### config.mk
export PLATFORM = sky130hd
export DESIGN_NAME = store_buffer
export DESIGN_NICKNAME = d
export VERILOG_FILES = /design/src/rtl/store_buffer_pkg.sv /design/src/rtl/sb_fwd_match.sv /design/src/rtl/store_buffer.sv
export SDC_FILE = /design/constraint.sdc
export NUM_CORES = 1
export LEC_CHECK = 0
export BUFFER_PORTS_ARGS = -buffer_cell sky130_fd_sc_hd__buf_4
export CORE_MARGIN = 8
export CORE_UTILIZATION = 55
export CTS_CLUSTER_DIAMETER = 150
export DETAILED_ROUTE_END_ITERATION = 8
export PLACE_DENSITY = 0.79
export SYNTH_ARGS = -nofsm -noshare
export SYNTH_HDL_FRONTEND = slang
export SYNTH_SLANG_ARGS = --single-unit
### constraint.sdc
create_clock -name clk -period 10.5 [get_ports clk]
set_clock_uncertainty 0.2 [all_clocks]
set_input_delay 1.575 -clock clk [delete_from_list [all_inputs] [get_ports clk]]
set_output_delay 1.575 -clock clk [all_outputs]
set_load 0.005 [all_outputs]
### src/rtl/store_buffer_pkg.sv
// Shared memory-system constants for the core, data_memory and store_buffer.
//   MEM_IDX_W : data_memory index width (word address bits actually decoded)
//   DATA_W    : memory data width
package store_buffer_pkg;
  localparam int unsigned MEM_IDX_W = 7;
  localparam int unsigned DATA_W    = 32;
endpackage

### src/rtl/sb_fwd_match.sv
// Youngest-match priority selector for store-to-load forwarding.
// Purely combinational.
//   entry_idx : low address bits of every buffer slot
//   occupied  : per-slot occupancy mask
//   head      : slot of the oldest entry
//   ld_idx    : low address bits of the load
//   hit       : at least one occupied slot matches
//   sel       : one-hot select of the youngest matching slot
module sb_fwd_match
  import store_buffer_pkg::*;
#(
  parameter int unsigned DEPTH   = 4,
  parameter int unsigned MATCH_W = MEM_IDX_W
) (
  input  logic [DEPTH-1:0][MATCH_W-1:0] entry_idx,
  input  logic [DEPTH-1:0]              occupied,
  input  logic [$clog2(DEPTH)-1:0]      head,
  input  logic [MATCH_W-1:0]            ld_idx,
  output logic                          hit,
  output logic [DEPTH-1:0]              sel
);

  localparam int unsigned PTR_W = $clog2(DEPTH);

  logic [PTR_W-1:0] pos;

  // Walk slots oldest to youngest starting at head; a later match overrides
  // an earlier one, so the last survivor is the entry closest to tail.
  always_comb begin
    hit = 1'b0;
    sel = '0;
    pos = '0;
    for (int unsigned k = 0; k < DEPTH; k++) begin
      pos = head + PTR_W'(k);
      if (occupied[pos] && (entry_idx[pos] == ld_idx)) begin
        hit      = 1'b1;
        sel      = '0;
        sel[pos] = 1'b1;
      end
    end
  end

endmodule

### src/rtl/store_buffer.sv
// FIFO of committed stores between the memory stage and data_memory.
// Drains one store per cycle when no load owns the memory port, and forwards
// the youngest matching buffered data to loads.
//   clk, reset         : clock, synchronous active-high reset
//   st_valid/addr/data : store request; st_ready = room available
//   ld_valid/addr      : load request (owns the memory port this cycle)
//   ld_data, ld_hit    : load result and "came from buffer" flag
//   mem_store/address/data_in, mem_data_out : data_memory interface
//   empty, count       : occupancy status
module store_buffer
  import store_buffer_pkg::*;
#(
  parameter int unsigned DEPTH   = 4,
  parameter int unsigned ADDR_W  = 32,
  parameter int unsigned DATA_W  = store_buffer_pkg::DATA_W,
  parameter int unsigned MATCH_W = MEM_IDX_W
) (
  input  logic                       clk,
  input  logic                       reset,
  input  logic                       st_valid,
  input  logic [ADDR_W-1:0]          st_addr,
  input  logic [DATA_W-1:0]          st_data,
  output logic                       st_ready,
  input  logic                       ld_valid,
  input  logic [ADDR_W-1:0]          ld_addr,
  output logic [DATA_W-1:0]          ld_data,
  output logic                       ld_hit,
  output logic                       mem_store,
  output logic [ADDR_W-1:0]          mem_address,
  output logic [DATA_W-1:0]          mem_data_in,
  input  logic [DATA_W-1:0]          mem_data_out,
  output logic                       empty,
  output logic [$clog2(DEPTH+1)-1:0] count
);

  localparam int unsigned PTR_W = $clog2(DEPTH);
  localparam int unsigned CNT_W = $clog2(DEPTH+1);

  logic [ADDR_W-1:0] addr_q [DEPTH];
  logic [DATA_W-1:0] data_q [DEPTH];
  logic [PTR_W-1:0]  head, tail;
  logic [CNT_W-1:0]  count_q;

  logic                         enq, drain;
  logic [DEPTH-1:0]             occupied;
  logic [DEPTH-1:0][MATCH_W-1:0] entry_idx;
  logic [PTR_W-1:0]             rel;
  logic                         fwd_hit;
  logic [DEPTH-1:0]             fwd_sel;
  logic [DATA_W-1:0]            fwd_data;

  assign st_ready = (count_q < CNT_W'(DEPTH));
  assign enq      = st_valid && st_ready;
  // Drain is masked during reset so a pending entry is never written.
  assign drain    = !reset && (count_q != '0) && !ld_valid;

  assign empty = (count_q == '0);
  assign count = count_q;

  assign mem_store   = drain;
  assign mem_data_in = data_q[head];
  assign mem_address = ld_valid ? ld_addr :
                       ((count_q != '0) ? addr_q[head] : '0);

  // A slot is occupied when its distance from head is below count.
  always_comb begin
    occupied  = '0;
    entry_idx = '0;
    rel       = '0;
    for (int unsigned i = 0; i < DEPTH; i++) begin
      rel          = PTR_W'(i) - head;
      occupied[i]  = (CNT_W'(rel) < count_q);
      entry_idx[i] = addr_q[i][MATCH_W-1:0];
    end
  end

  sb_fwd_match #(
    .DEPTH   (DEPTH),
    .MATCH_W (MATCH_W)
  ) u_fwd_match (
    .entry_idx (entry_idx),
    .occupied  (occupied),
    .head      (head),
    .ld_idx    (ld_addr[MATCH_W-1:0]),
    .hit       (fwd_hit),
    .sel       (fwd_sel)
  );

  always_comb begin
    fwd_data = '0;
    for (int unsigned i = 0; i < DEPTH; i++) begin
      if (fwd_sel[i]) fwd_data = fwd_data | data_q[i];
    end
  end

  assign ld_hit  = !reset && ld_valid && fwd_hit;
  assign ld_data = ld_hit ? fwd_data : mem_data_out;

  always_ff @(posedge clk) begin
    if (reset) begin
      head    <= '0;
      tail    <= '0;
      count_q <= '0;
    end else begin
      if (enq)   tail <= tail + PTR_W'(1);
      if (drain) head <= head + PTR_W'(1);
      count_q <= count_q + CNT_W'(enq) - CNT_W'(drain);
    end
  end

  // Payload storage needs no reset; occupancy is tracked by count/head.
  always_ff @(posedge clk) begin
    if (!reset && enq) begin
      addr_q[tail] <= st_addr;
      data_q[tail] <= st_data;
    end
  end

endmodule

Word-level counts from Yosys, hierarchy flattened
Memory sizes are Yosys's and may differ from the RTL's. A register that Yosys moved wholly into a read port is not among the register bits.
Cells that the tools add are included.
{"block": "totals", "wordCells": 98, "regBits": 7, "in_bits": 132, "n_memories": 2, "ramBits": 256}
{"block": "op_classes", "n_addsub": 10, "bitwise_logic": 3, "n_mux": 45, "magnitude_cmp": 13, "reduce_logical": 18, "eq_ne": 4}
{"memory": "addr_q", "depth": 4, "width": 32, "read_ports": 5, "rd_ports_with_merged_regs": 1, "wr": 1, "line": "store_buffer.sv:39", "rtl": "logic [ADDR_W-1:0] addr_q [DEPTH];"}
{"memory": "data_q", "depth": 4, "width": 32, "read_ports": 5, "rd_ports_with_merged_regs": 1, "wr": 1, "line": "store_buffer.sv:40", "rtl": "logic [DATA_W-1:0] data_q [DEPTH];"}
{"operator": "32-bit two-way mux", "count": 7}
{"operator": "32-bit bitwise OR", "count": 3}
{"operator": "7-bit binary-select mux with 2-bit select", "count": 4}
{"operator": "7-bit equality test", "count": 4}
{"operator": "7-bit two-way mux", "count": 4}
{"operator": "4-bit two-way mux", "count": 4}
{"operator": "1-bit logical AND", "count": 14}
{"operator": "1-bit two-way mux", "count": 14}
{"operator": "2-bit by 3-bit less-than comparator with 1-bit output", "count": 4}
{"operator": "2-bit by 3-bit less-than comparator with 1-bit output, second input constant", "count": 4}
{"operator": "1-bit binary-select mux with 2-bit select", "count": 4}
{"operator": "1-bit demux with 2-bit select", "count": 4}
{"operator": "2-bit by 1-bit greater-or-equal comparator with 1-bit output, second input constant", "count": 4}
{"operator": "2-bit two-way mux", "count": 4}
{"operator": "2-bit by 1-bit adder with 2-bit output, second input constant", "count": 2}
{"operator": "2-bit adder, second input constant", "count": 2}
{"operator": "1-bit by 2-bit subtractor with 2-bit output, first input constant", "count": 2}
{"operator": "2-bit subtractor, first input constant", "count": 2}
{"operator": "3-bit by 1-bit adder with 3-bit output", "count": 1}
{"operator": "3-bit logical NOT", "count": 1}
{"operator": "3-bit less-than comparator, second input constant", "count": 1}
{"operator": "3-bit nonzero test", "count": 1}
{"operator": "3-bit by 1-bit subtractor with 3-bit output", "count": 1}
{"operator": "1-bit logical NOT", "count": 2}

Logic depth before layout (Yosys ltp)
Gate-level depths: netlist (run 1).
{"block": "depth", "word_depth": 17, "depth_mapped": 16}

Cells and area by module
From an unflattened synthesis (run 1), not the netlist that was laid out.
{"block": "unflattened", "hier_cells": 720, "area_unflattened_um2": 12538.3}
{"module": "store_buffer", "seq_area_each_um2": 7867.5, "area_per_inst_um2": 11123.2, "instances": 1, "cells_per_inst": 589}
{"module": "sb_fwd_match", "seq_area_each_um2": 0.0, "area_per_inst_um2": 1415.1, "instances": 1, "cells_per_inst": 131}

Worst setup path after synthesis (run 1)
No wires, ideal clock.
{"block": "synth_path", "kind": "input-to-output", "start": "input ld_addr[3]", "end": "output ld_data[13]", "t_required_ns": 8.725, "path_slack_ns": 5.076, "t_arrival_ns": 3.649, "stages": 10, "path_cell_list": "clkbuf_1 -> xor2_1 -> o311ai_0 -> or4_1 -> a21oi_2 -> a21oi_1 -> o221ai_2 -> buf_4 -> a221oi_2 -> a21oi_1"}
{"block": "synth_via", "elab_chain_len": 14, "word_cells_on_any_way": 25, "cone_classes": "eq/ne: 4; mux: 13; bitwise: 3; reduce/logical: 5"}
{"element": "start, declared", "line": "store_buffer.sv:25", "rtl": "input logic [ADDR_W-1:0] ld_addr,"}
{"element": "7-bit equality test", "line": "sb_fwd_match.sv:35", "rtl": "if (occupied[pos] && (entry_idx[pos] == ld_idx)) begin"}
{"element": "1-bit logical AND", "line": "sb_fwd_match.sv:35"}
{"element": "4-bit two-way mux (4 in series)", "line": "sb_fwd_match.sv:35"}
{"element": "32-bit two-way mux", "line": "store_buffer.sv:92", "rtl": "if (fwd_sel[i]) fwd_data = fwd_data | data_q[i];"}
{"element": "32-bit bitwise OR", "line": "store_buffer.sv:92"}
{"element": "32-bit two-way mux", "line": "store_buffer.sv:92"}
{"element": "32-bit bitwise OR", "line": "store_buffer.sv:92"}
{"element": "32-bit two-way mux", "line": "store_buffer.sv:92"}
{"element": "32-bit bitwise OR", "line": "store_buffer.sv:92"}
{"element": "32-bit two-way mux", "line": "store_buffer.sv:92"}
{"element": "32-bit two-way mux (*)", "line": "store_buffer.sv:97", "rtl": "assign ld_data = ld_hit ? fwd_data : mem_data_out;"}
{"element": "end, declared", "line": "store_buffer.sv:26", "rtl": "output logic [DATA_W-1:0] ld_data,"}
Mark *: on every way between the ends. The rest lies on a longest branch, timed or not.

Final worst setup path (run 1)
{"block": "layout_path", "start": "register head[1]", "end": "output ld_data[26]"}
{"block": "layout_via", "elab_chain_len": 17, "word_cells_on_any_way": 72, "cone_classes": "add/sub: 7; order compare: 12; eq/ne: 4; mux: 37; bitwise: 3; reduce/logical: 9"}
{"element": "start, declared", "line": "store_buffer.sv:41", "rtl": "logic [PTR_W-1:0] head, tail;"}
{"element": "start signal, assigned", "line": "store_buffer.sv:106", "rtl": "if (drain) head <= head + PTR_W'(1);"}
{"element": "1-bit by 2-bit subtractor with 2-bit output or 2-bit subtractor (tied branches)", "line": "store_buffer.sv:71", "rtl": "rel = PTR_W'(i) - head;"}
{"element": "2-bit by 3-bit less-than comparator with 1-bit output", "line": "store_buffer.sv:72", "rtl": "occupied[i] = (CNT_W'(rel) < count_q);"}
{"element": "1-bit binary-select mux with 2-bit select", "line": "sb_fwd_match.sv:35"}
{"element": "1-bit two-way mux (implied by the code)", "line": "sb_fwd_match.sv:35"}
{"element": "1-bit logical AND", "line": "sb_fwd_match.sv:35"}
{"element": "4-bit two-way mux (4 in series)", "line": "sb_fwd_match.sv:35"}
{"element": "32-bit two-way mux", "line": "store_buffer.sv:92"}
{"element": "32-bit bitwise OR", "line": "store_buffer.sv:92"}
{"element": "32-bit two-way mux", "line": "store_buffer.sv:92"}
{"element": "32-bit bitwise OR", "line": "store_buffer.sv:92"}
{"element": "32-bit two-way mux", "line": "store_buffer.sv:92"}
{"element": "32-bit bitwise OR", "line": "store_buffer.sv:92"}
{"element": "32-bit two-way mux", "line": "store_buffer.sv:92"}
{"element": "32-bit two-way mux (*)", "line": "store_buffer.sv:97"}
Mark *: on every way between the ends. The rest lies on a longest branch, timed or not. The select of a mux whose other input is x is not followed.

==> results of run 1 <==
power by group through the flow:
stage	clock, mW	sequential [mW]	combinational, mW
6_report	0.884	1.30	0.808
5_1_grt	0.944	1.31	0.872
4_1_cts	0.899	1.30	0.821
3_5_place_dp	0	1.32	0.815
3_3_place_gp	0	1.32	0.805
2_1_floorplan	0	1.27	0.541
layout by cell type (no fill, tap or decap), types with 2 or more instances in the layout:
master / n
clkbuf_16: 27
a22o_1: 32
nor2b_1: 2
and2_1: 2
dfxtp_1: 6
clkbuf_8: 2
o221ai_2: 2
a21oi_1: 35
clkbuf_1: 14
a22oi_1: 33
nand2_1: 7
inv_1: 17
nor3b_1: 2
nor3_1: 7
ha_1: 14
nor4_1: 4
buf_4: 246
and3_2: 4
a221oi_2: 30
a221oi_1: 2
a211oi_1: 4
xor2_1: 13
mux4_2: 64
clkinv_1: 2
dfxtp_2: 2
mux2i_1: 30
nor2_1: 50
clkinv_2: 2
o21ai_1: 2
nand3_1: 4
edfxtp_1: 256
xnor2_1: 20
worst max-delay path by stage:
stage | start | endpoint | slack [ns] | cells after the start
finish | head[1] | ld_data[26] | 3.45 | 15
CTS | head[1] | ld_data[26] | 3.45 | 15
global placement | ld_addr[3] | ld_data[27] | 4.05 | 12
floorplan | ld_addr[3] | ld_data[13] | 5.08 | 10
detailed placement | ld_addr[4] | ld_data[26] | 3.94 | 11
global route | head[1] | ld_data[16] | 3.05 | 15
state kept, by name, indices dropped and copies added (netlist names), named ones only:
name and cells:
count 3, tail 2, data_q 128, head 2
addr_q 128
Yosys cell counts (all sizes together), types with 3 or more instances:
cell	count	area, um^2
dfxtp	9	180
a22oi	33	248
o221ai	3	45.0
a22o	32	280
edfxtp	256	7690
clkbuf	24	90.1
nand2	7	26.3
ha	14	175
nor2	51	191
buf	29	178
mux2i	30	300
nor4	5	37.5
mux4	64	1440
a211oi	4	30.0
and3	5	31.3
xor2	13	114
xnor2	20	175
nand3	4	20.0
a21oi	36	184
nor3	7	35.0
inv	17	63.8
a221oi	32	468
o21ai	3	15.0
critical path, cell delays in order, from the launching register on:
cell and delay [ns]:
dfxtp_1 0.45, inv_1 0.21, ha_1 0.45, inv_1 0.13
ha_1 0.31, a211oi_1 0.07, o311a_1 0.38, and4_1 0.19
o21ai_1 0.27, nand2_1 0.26, o311ai_4 0.32, buf_4 0.54
inv_1 0.63, nor2_1 0.27, a21oi_1 0.10, buf_4 0.16
per-stage QoR:
step | cell area [um^2] | utilization | cells | setup WS [ns]
after global placement | 14100 | 0.650 | 1189 | 4.05
after floorplan | 12200 | - | 716 | 5.08
final | 15000 | 0.688 | 1239 | 3.45
after detailed placement | 14100 | 0.650 | 1189 | 3.94
after CTS | 15000 | 0.687 | 1238 | 3.45
after global routing | 15000 | 0.687 | 1238 | 3.05
cell families (layout without fill, tap and decap cells):
group,count (synthesis),after routing,synth area share
AO/OA/AOI/OAI,151,151,0.111
XOR/XNOR,33,33,0.0237
adder cells (fa/ha/maj),15,15,0.0160
buffers and inverters,70,312,0.0272
flip-flops,265,265,0.646
multiplexers,94,94,0.143
other,0,1,0
AND/OR/NAND/NOR,88,88,0.0332
area by class of cell:
type	instances	area share
multi-input combinational	381	0.268
antenna	1	0.000167
timing repair buffer	246	0.123
tap	280	0.0234
clock inverter	6	0.00368
inverter	17	0.00427
clock buffer	43	0.0505
sequential	265	0.526
routing by layer:
| metal | vias to the layer above | GRT usage | part of all wire |
|---|---|---|---|
| li1 | 3388 | - | - |
| met1 | 3745 | 0.268 | 0.39 |
| met3 | 55 | 0.0376 | 0.059 |
| met4 | 2 | 0.0667 | 0.030 |
| met5 | - | 0 | 0.00045 |
| met2 | 253 | 0.359 | 0.52 |
==> qor.yml, run 1 <==
timing:
  grt_setup_unrepaired: "no"
  max_slew_margin: 0.285
  fmax_mhz: 142
  holdWs_ns: 0.396
  setup_viol: 0
  fin_crit_ns: 7.05
  post-route-period-util: 0.671
  slew_viol_final: 0
  fin_tns_setup_ns: 0
  tightest_slew_ns: 1.07
  hold_violations: 0
floorplanning:
  die_area_um2: 27200
  ios: 235
  dieWidth_um: 165
  rows: 54
  initial_core_util: 0.560
  core_area_um2: 21800
  die_h_um: 165
logic_synthesis:
  ys_types: 45
  synth.net_count: 863
  synth_area_per_cell_um2: 17.0
  synth.cell_area_um2: 12200
  ys_ff_latch: 265
  ys_seq_area_frac: 0.646
  async_reset_ff_frac: 0
  yosysWarnings: 0
  synthFlopType: "edfxtp_1"
  synth-edff-count: 256
  synthCells: 716
power_and_ir_drop:
  p_comb_frac: 0.270
  power.switching_uw: 810
  p_leak_nw: 5.32
  p_int_mw: 2.18
  power_density_nw_per_um2: 200
  pwr-share-clk: 0.296
  seq_power_share: 0.434
  irDropWorstVdd_v: 0.000145
  finalPower_mw: 2.99
  p_sw_frac: 0.271
route:
  wirelength_mm: 29.2
  drc_errors: 0
  drt_iter0_drc: 454
  drtPass1Iterations: 5
  ant_nets: 0
  via_per_inst: 6.01
  wl_per_cell_um: 23.6
  vias: 7443
final_layout:
  drive_gt1_frac: 0.407
  area_growth_syn_to_layout_pct: 22.8
  multiInputGateArea_um2: 4010
  fillers: 1479
  seqCellArea_um2: 7870
  final_nets: 1085
clock_tree:
  cts.path.max_buffers: 3
  numCtsBuffers: 27
  clock_latency_ns: 0.52
  cts-root-buf: "clkbuf_16"
  cts.sinks: 265
  ctsHoldBuffers: 0
  path_clk_slew_ns: 0.06
  cts_resized: 0
  h-tree-depth: 1
  postCtsSetupRepairBufs: 0
  cts_tree: "yes"
setup_path:
  rr_startpoint: "count[2]"
  cp.required_ns: 8.73
  startpoint_type: "register"
  end_kind: "output port"
  critPathMaxFanout: 33
  cp.arrival_ns: 5.27
  r2r-end: "data_q[2][25]"
  ff2ff_path_depth: 3
  critPathKind: "register to output port"
  r2r_slack_ns: 7.56
global_route:
  grt_pass1_vias: 7772
  grt_pass1_wl_mm: 44.0
  grtUsageTotal: 0.210
  overflow: 0
  grt_max_degree: 65
  antenna_found_initial: 1
min_path:
  hp-class: "register to register"
  min_path_cells: 2
  hold_start: "tail[0]"
  min_to: "tail[0]"
run:
  maxCapViolations: 0
placed_design:
  hpwl_mm: 19.0
  place_congestion: 0.850
  port_buffers: 234
run_status:
  outcome: "completed"
(Power assumes the default switching activity.)
==> run 2, diff against run 1 <==
Settings changed: ABC_AREA set to 1, CORE_UTILIZATION 55 to 51, PLACE_DENSITY 0.79 to 0.77.
Clock period 10.5 ns to 6.2 ns, I/O delays scaled along.
==> run 2 against run 1 <==
  * Non-clock buffer count increased by 10
  * Synthesized cell count up 91%
  * Sequential share of layout area decreased by 3.9 points
  * Synthesized area is 8.7% higher
  * Sequential cell count unchanged
  * Count of clock-buffer cells in the layout shrank 11
  * First-iteration DRC count rose to 2.9 times the previous value
  * Critical path depth increased by 5
  * Setup slack got worse by 2.8 ns
  * Sequential power up 68%
  * Critical endpoint is now ld_data[16]
==> qor.yml, run 2 <==
setup_path:
  critPathKind: "register to output port"
  cp.required_ns: 5.07  # -3.66 ns
  r2r_slack_ns: 3.24  # -4.32 ns
  end_kind: "output port"
  critPathMaxFanout: 22  # -33%
  rr_startpoint: "count[2]"
  ff2ff_path_depth: 5  # +2
  r2r-end: "addr_q[0][23]"
  cp.arrival_ns: 4.44  # -0.83 ns
  startpoint_type: "register"
timing:
  hold_violations: 0  # unchanged
  max_slew_margin: 0.290  # +0.00470
  holdWs_ns: 0.346  # -0.0491 ns
  post-route-period-util: 0.898
  grt_setup_unrepaired: "no"
  fin_tns_setup_ns: 0  # unchanged
  fmax_mhz: 180
  fin_crit_ns: 5.57
  slew_viol_final: 0  # unchanged
  tightest_slew_ns: 1.06  # -0.00705 ns
  setup_viol: 0  # unchanged
clock_tree:
  numCtsBuffers: 28  # +3.7%
  postCtsSetupRepairBufs: 0  # unchanged
  clock_latency_ns: 0.53  # about the same
  path_clk_slew_ns: 0.06  # about the same
  ctsHoldBuffers: 0  # unchanged
  cts-root-buf: "clkbuf_16"
  cts.path.max_buffers: 3  # unchanged
  cts_resized: 0  # unchanged
  cts.sinks: 265  # unchanged
  h-tree-depth: 1  # unchanged
  cts_tree: "yes"
route:
  wl_per_cell_um: 19.8  # -16%
  wl_met3_mm: 3.32  # +92%
  wirelength_mm: 37.9  # +30%
  drtPass1Iterations: 7  # +2
  ant_nets: 0  # unchanged
  drt_iter0_drc: 1322  # +190%
  m1WireLength_mm: 14.5  # +26%
  drc_errors: 0  # unchanged
  route.met2.wl_mm: 19.0  # +27%
  vias: 11300  # +52%
  via_per_inst: 5.91  # -1.6%
  highest-signal-layer: "met5"
logic_synthesis:
  synth_most_common_cell: "edfxtp_1"
  synth.cell_area_um2: 13200  # +8.7%
  synthFlopType: "edfxtp_1"
  synth-edff-count: 256  # unchanged
  synthCells: 1368  # +91%
  synth_common_cells: "edfxtp_1, nand3_1, nor2_1, nand2_1, o21ai_0"
  ys_seq_area_frac: 0.594  # -0.0519
  async_reset_ff_frac: 0  # unchanged
  synth_top_area_share: 0.580  # -0.0507
  ys_types: 37  # -18%
  synthTopCellsByArea: "edfxtp_1, nand3_1, nor2_1"
  synth_top_area_cell: "edfxtp_1"
  synth.net_count: 1515  # +76%
  ys_ff_latch: 265  # unchanged
  synth_area_per_cell_um2: 9.68  # -43%
  yosysWarnings: 0  # unchanged
power_and_ir_drop:
  p_leak_nw: 6.21  # +17%
  irDropWorstVdd_v: 0.000392  # +170%
  power_density_nw_per_um2: 385  # +92%
placed_design:
  dp_cells: 1863  # +57%
  port_buffers: 234  # unchanged
  hpwl_mm: 22.8  # +20%
  place_congestion: 0.879  # +3.5%
floorplanning:
  rows: 59  # +9.3%
  initial_core_util: 0.514  # -0.0458
  ios: 235  # unchanged
  dieWidth_um: 177  # +7.5%
  die_h_um: 177  # +7.5%
  die_area_um2: 31400  # +16%
  core_area_um2: 25800  # +18%
final_layout:
  finish.utilization: 0.627  # -0.0604
  instances_no_fill: 1914  # +54%
  mostFrequentLayoutCells: "edfxtp_1, buf_4, nand3_1, nor2_1, nand2_1"
  final_common_cell: "edfxtp_1"
  final_nets: 1705  # +57%
  diodes: 0  # -1
  drive_gt1_frac: 0.203  # -0.204
  area_growth_syn_to_layout_pct: 22.0
global_route:
  grt_pass1_wl_mm: 59.1  # +34%
  antenna_found_initial: 1  # unchanged
  grt_max_degree: 75  # +15%
  overflow: 0  # unchanged
  grtUsageTotal: 0.235  # +0.0254
  grt_pass1_vias: 11200  # +44%
min_path:
  min_path_cells: 2  # unchanged
  min_to: "tail[1]"
  hp-class: "register to register"
  hold_start: "tail[1]"
run_status:
  outcome: "completed"
run:
  maxCapViolations: 0  # unchanged
run 2: changes by cell type after synthesis, moves of 33 or more:
cell / before / now
nor2_1: 51 / 239
mux4_2: 64 / 0
a22oi_1: 33 / 0
o21ai_0: 1 / 138
o22ai_1: 0 / 62
nand3_1: 4 / 251
nand2_1: 7 / 184
run 2: area by class of cell:
type	instances	area (um^2)
inverters	36	139
repair buffers	256	1950
well taps	335	419
flip-flops and latches	265	7870
fillers	2009	9610
clock inverters	19	262
clock buffers	32	737
multi-input cells	971	4780
run 2: per-layer routing:
| metal | vias up | GRT usage |
|---|---|---|
| li1 | 5278 | - |
| met1 | 5391 | 0.295 |
| met2 | 564 | 0.404 |
| met3 | 80 | 0.0416 |
| met4 | 2 | 0.0820 |
| met5 | - | 0 |
run 2: stage by stage:
stage	area (um^2)	worst slack, ns	power [mW]
final	16200	0.633	6.21
after global routing	16200	0.256	6.58
after CTS	16200	0.640	6.24
after detailed placement	15200	1.22	4.44
after global placement	15200	1.30	4.40
after floorplan	13200	1.38	3.60
run 2: power breakdown:
part	switching (mW)	internal, mW
Clock	0.656	1.14
Combinational	1.38	0.865
Sequential	0.101	2.08
Total	2.14	4.08
run 2: cell families (layout without fill, tap and decap cells):
family	Yosys count	count (layout)	share of synthesized area
flops	265	265	0.594
buf+inv	132	343	0.0479
simple gates	704	704	0.231
xor+xnor	9	9	0.00595
compound gates	243	243	0.107
fa+ha+maj	15	15	0.0147
run 2: worst max path at each step:
stage	slack, ns	from	endpoint
6_report	0.63	head[1]	ld_data[16]
5_1_grt	0.26	head[1]	ld_data[23]
4_1_cts	0.64	head[1]	ld_data[1]
3_5_place_dp	1.22	head[1]	ld_data[1]
3_3_place_gp	1.30	head[1]	ld_data[1]
2_1_floorplan	1.38	reset	addr_q[0][0]
run 2: worst max-delay path: stages, from the launching register on:
cell,delay (ns)
dfxtp_1,0.30
buf_4,0.25
inv_2,0.06
ha_1,0.69
inv_4,0.21
ha_1,0.33
nand3_1,0.12
nand3b_1,0.11
nand3_1,0.10
nand2_1,0.07
nor2_2,0.21
nand2_2,0.12
nand2_2,0.13
nand3_1,0.08
nand2_1,0.40
buf_12,0.25
nand3_1,0.12
nand2_1,0.08
nor2_1,0.06
nor2_1,0.09
buf_4,0.12
==> run 3, diff against run 2 <==
Settings changed: BUFFER_PORTS_ARGS -buffer_cell sky130_fd_sc_hd__buf_4 to unset, CORE_UTILIZATION 51 to 55, DONT_BUFFER_PORTS set to 1, PLACE_DENSITY 0.77 to 0.73.
==> run 3 against run 2 <==
  * Clock power is essentially flat
  * Sequential cell count is the same
  * Count of clock-buffer cells in the layout shrank 2
  * Largest cell class unchanged
==> qor.yml, run 3 (synthesis results as in run 2) <==
clock_tree:
  cts_resized: 0  # unchanged
  cts-root-buf: "clkbuf_16"
  ctsHoldBuffers: 0  # unchanged
  cts_tree: "yes"
  h-tree-depth: 1  # unchanged
  cts.path.max_buffers: 3  # unchanged
  path_clk_slew_ns: 0.07  # about the same
  postCtsSetupRepairBufs: 0  # unchanged
  numCtsBuffers: 28  # unchanged
  cts.sinks: 265  # unchanged
  clock_latency_ns: 0.53  # about the same
floorplanning:
  initial_core_util: 0.563  # +0.0485
  die_h_um: 171  # -3.4%
  dieWidth_um: 171  # -3.4%
  die_area_um2: 29300  # -6.6%
  ios: 235  # unchanged
  core_area_um2: 23500  # -8.6%
  rows: 56  # -5.1%
setup_path:
  r2r_slack_ns: 2.82  # -0.42 ns
  critPathMaxFanout: 28  # +27%
  cp.arrival_ns: 4.62  # +0.18 ns
  ff2ff_path_depth: 5  # unchanged
  rr_startpoint: "count[2]"
  critPathKind: "register to output port"
  r2r-end: "addr_q[0][29]"
  end_kind: "output port"
  startpoint_type: "register"
  cp.required_ns: 5.07  # about the same
timing:
  grt_setup_unrepaired: "no"
  max_slew_margin: 0.312  # +0.0217
  fin_tns_setup_ns: 0  # unchanged
  slew_viol_final: 0  # unchanged
  hold_violations: 0  # unchanged
  setup_viol: 0  # unchanged
  fmax_mhz: 174  # -3.2%
  post-route-period-util: 0.928  # +0.0300
  tightest_slew_ns: 1.03  # -0.0337 ns
  fin_crit_ns: 5.75  # +0.186 ns
route:
  via_per_inst: 6.32  # +6.9%
  drc_errors: 0  # unchanged
  vias: 10500  # -6.9%
  drt_iter0_drc: 1118  # -15%
  wirelength_mm: 36.9  # -2.8%
  drtPass1Iterations: 7  # unchanged
  ant_nets: 0  # unchanged
  wl_per_cell_um: 22.1  # +12%
global_route:
  overflow: 0  # unchanged
  grt.busiest_layer: "met2"
  met1_usage: 0.299  # +0.00432
  grt_max_degree: 79  # +5.3%
  gr-usage-met2: 0.408  # +0.00368
  grt_pass1_wl_mm: 56.5  # -4.3%
  grt_use_met3: 0.0646  # +0.0230
  grt_pass1_vias: 10500  # -6.3%
  antenna_found_initial: 1  # unchanged
  grtUsageTotal: 0.245  # +0.0102
placed_design:
  place_congestion: 0.903  # +2.6%
  hpwl_mm: 22.2  # -2.5%
  port_buffers: 0  # -100%
power_and_ir_drop:
  power_density_nw_per_um2: 404  # +5.1%
  irDropWorstVdd_v: 0.000286  # -27%
  p_leak_nw: 5.06  # -19%
min_path:
  hp-class: "input port to register"
  hold_start: "st_data[1]"
  min_to: "data_q[3][1]"
  min_path_cells: 0  # -2
final_layout:
  multiInputGateArea_um2: 4780  # unchanged
  final_common_cell: "edfxtp_1"
  final_nets: 1473  # -14%
  finish.utilization: 0.610  # -0.0170
  fillers: 1940  # -3.4%
  seqCellArea_um2: 7870  # unchanged
  mostFrequentLayoutCells: "edfxtp_1, nand3_1, nor2_1, nand2_1, o21ai_0"
  drive_gt1_frac: 0.0720  # -0.131
  diodes: 0  # unchanged
  area_growth_syn_to_layout_pct: 8.46
run:
  maxCapViolations: 0  # unchanged
run_status:
  outcome: "completed"
-- run 3: changes by cell type in the layout (fill, tap and decap cells not counted), sizes merged --
cell,delta
buf,-232
clkinvlp,+7
clkinv,-4
bufinv,-2
clkbuf,-2
inv,+2
-- run 3: per-layer routing --
metal,wire (um),vias to the layer above
met5,0,-
met4,1230,0
met3,3830,97
met2,17700,603
met1,14100,5024
li1,-,4807
-- run 3: worst max-delay path: stages, from the launching register on --
cell and delay, ns:
dfxtp_1 0.34, inv_2 0.17, ha_1 0.77, inv_4 0.21
ha_1 0.33, nand3_1 0.12, nand3b_1 0.12, nand3_1 0.11
nand2_1 0.07, nor2_2 0.20, nand2_2 0.13, nand2_2 0.13
o21ai_1 0.11, nor2_4 0.59, buf_4 0.37, nand2_1 0.08
nor2_1 0.11, nor2_1 0.07
-- run 3: cell type report --
type | instances | area share
timing repair buffer | 24 | 0.0125
multi-input combinational | 971 | 0.333
tap | 319 | 0.0278
sequential | 265 | 0.548
clock buffer | 30 | 0.0493
clock inverter | 22 | 0.0198
inverter | 36 | 0.00967
-- run 3: report_power, final --
group / switching (mW) / total, mW / internal, mW
clock network: 0.717 / 1.76 / 1.05
registers: 0.0956 / 2.17 / 2.08
logic: 1.31 / 1.87 / 0.557
-- run 3: how the worst max path moves through the flow --
stage                        from           end  slack (ns)  depth (start not counted)
after floorplan             reset  addr_q[0][0]        1.38                          3
after global placement    head[1]    ld_data[3]        1.20                         17
after detailed placement  head[1]   ld_data[14]        1.11                         17
after CTS                 head[1]   ld_data[14]        0.54                         17
after global routing      head[1]   ld_data[24]        0.07                         17
final                     head[1]   ld_data[14]        0.45                         17
-- run 3: per-stage QoR --
| step | setup slack [ns] | cells | hold WS [ns] | total power [mW] | cell area (um^2) |
|---|---|---|---|---|---|
| 4_1_cts | 0.535 | 1667 | 0.231 | 5.81 | 14400 |
| 5_1_grt | 0.0696 | 1667 | 0.228 | 6.11 | 14400 |
| 6_report | 0.447 | 1667 | 0.252 | 5.81 | 14400 |
| 2_1_floorplan | 1.38 | 1368 | 0.301 | 3.60 | 13200 |
| 3_5_place_dp | 1.11 | 1615 | 0.336 | 4.05 | 13400 |
| 3_3_place_gp | 1.20 | 1615 | 0.340 | 4.02 | 13400 |
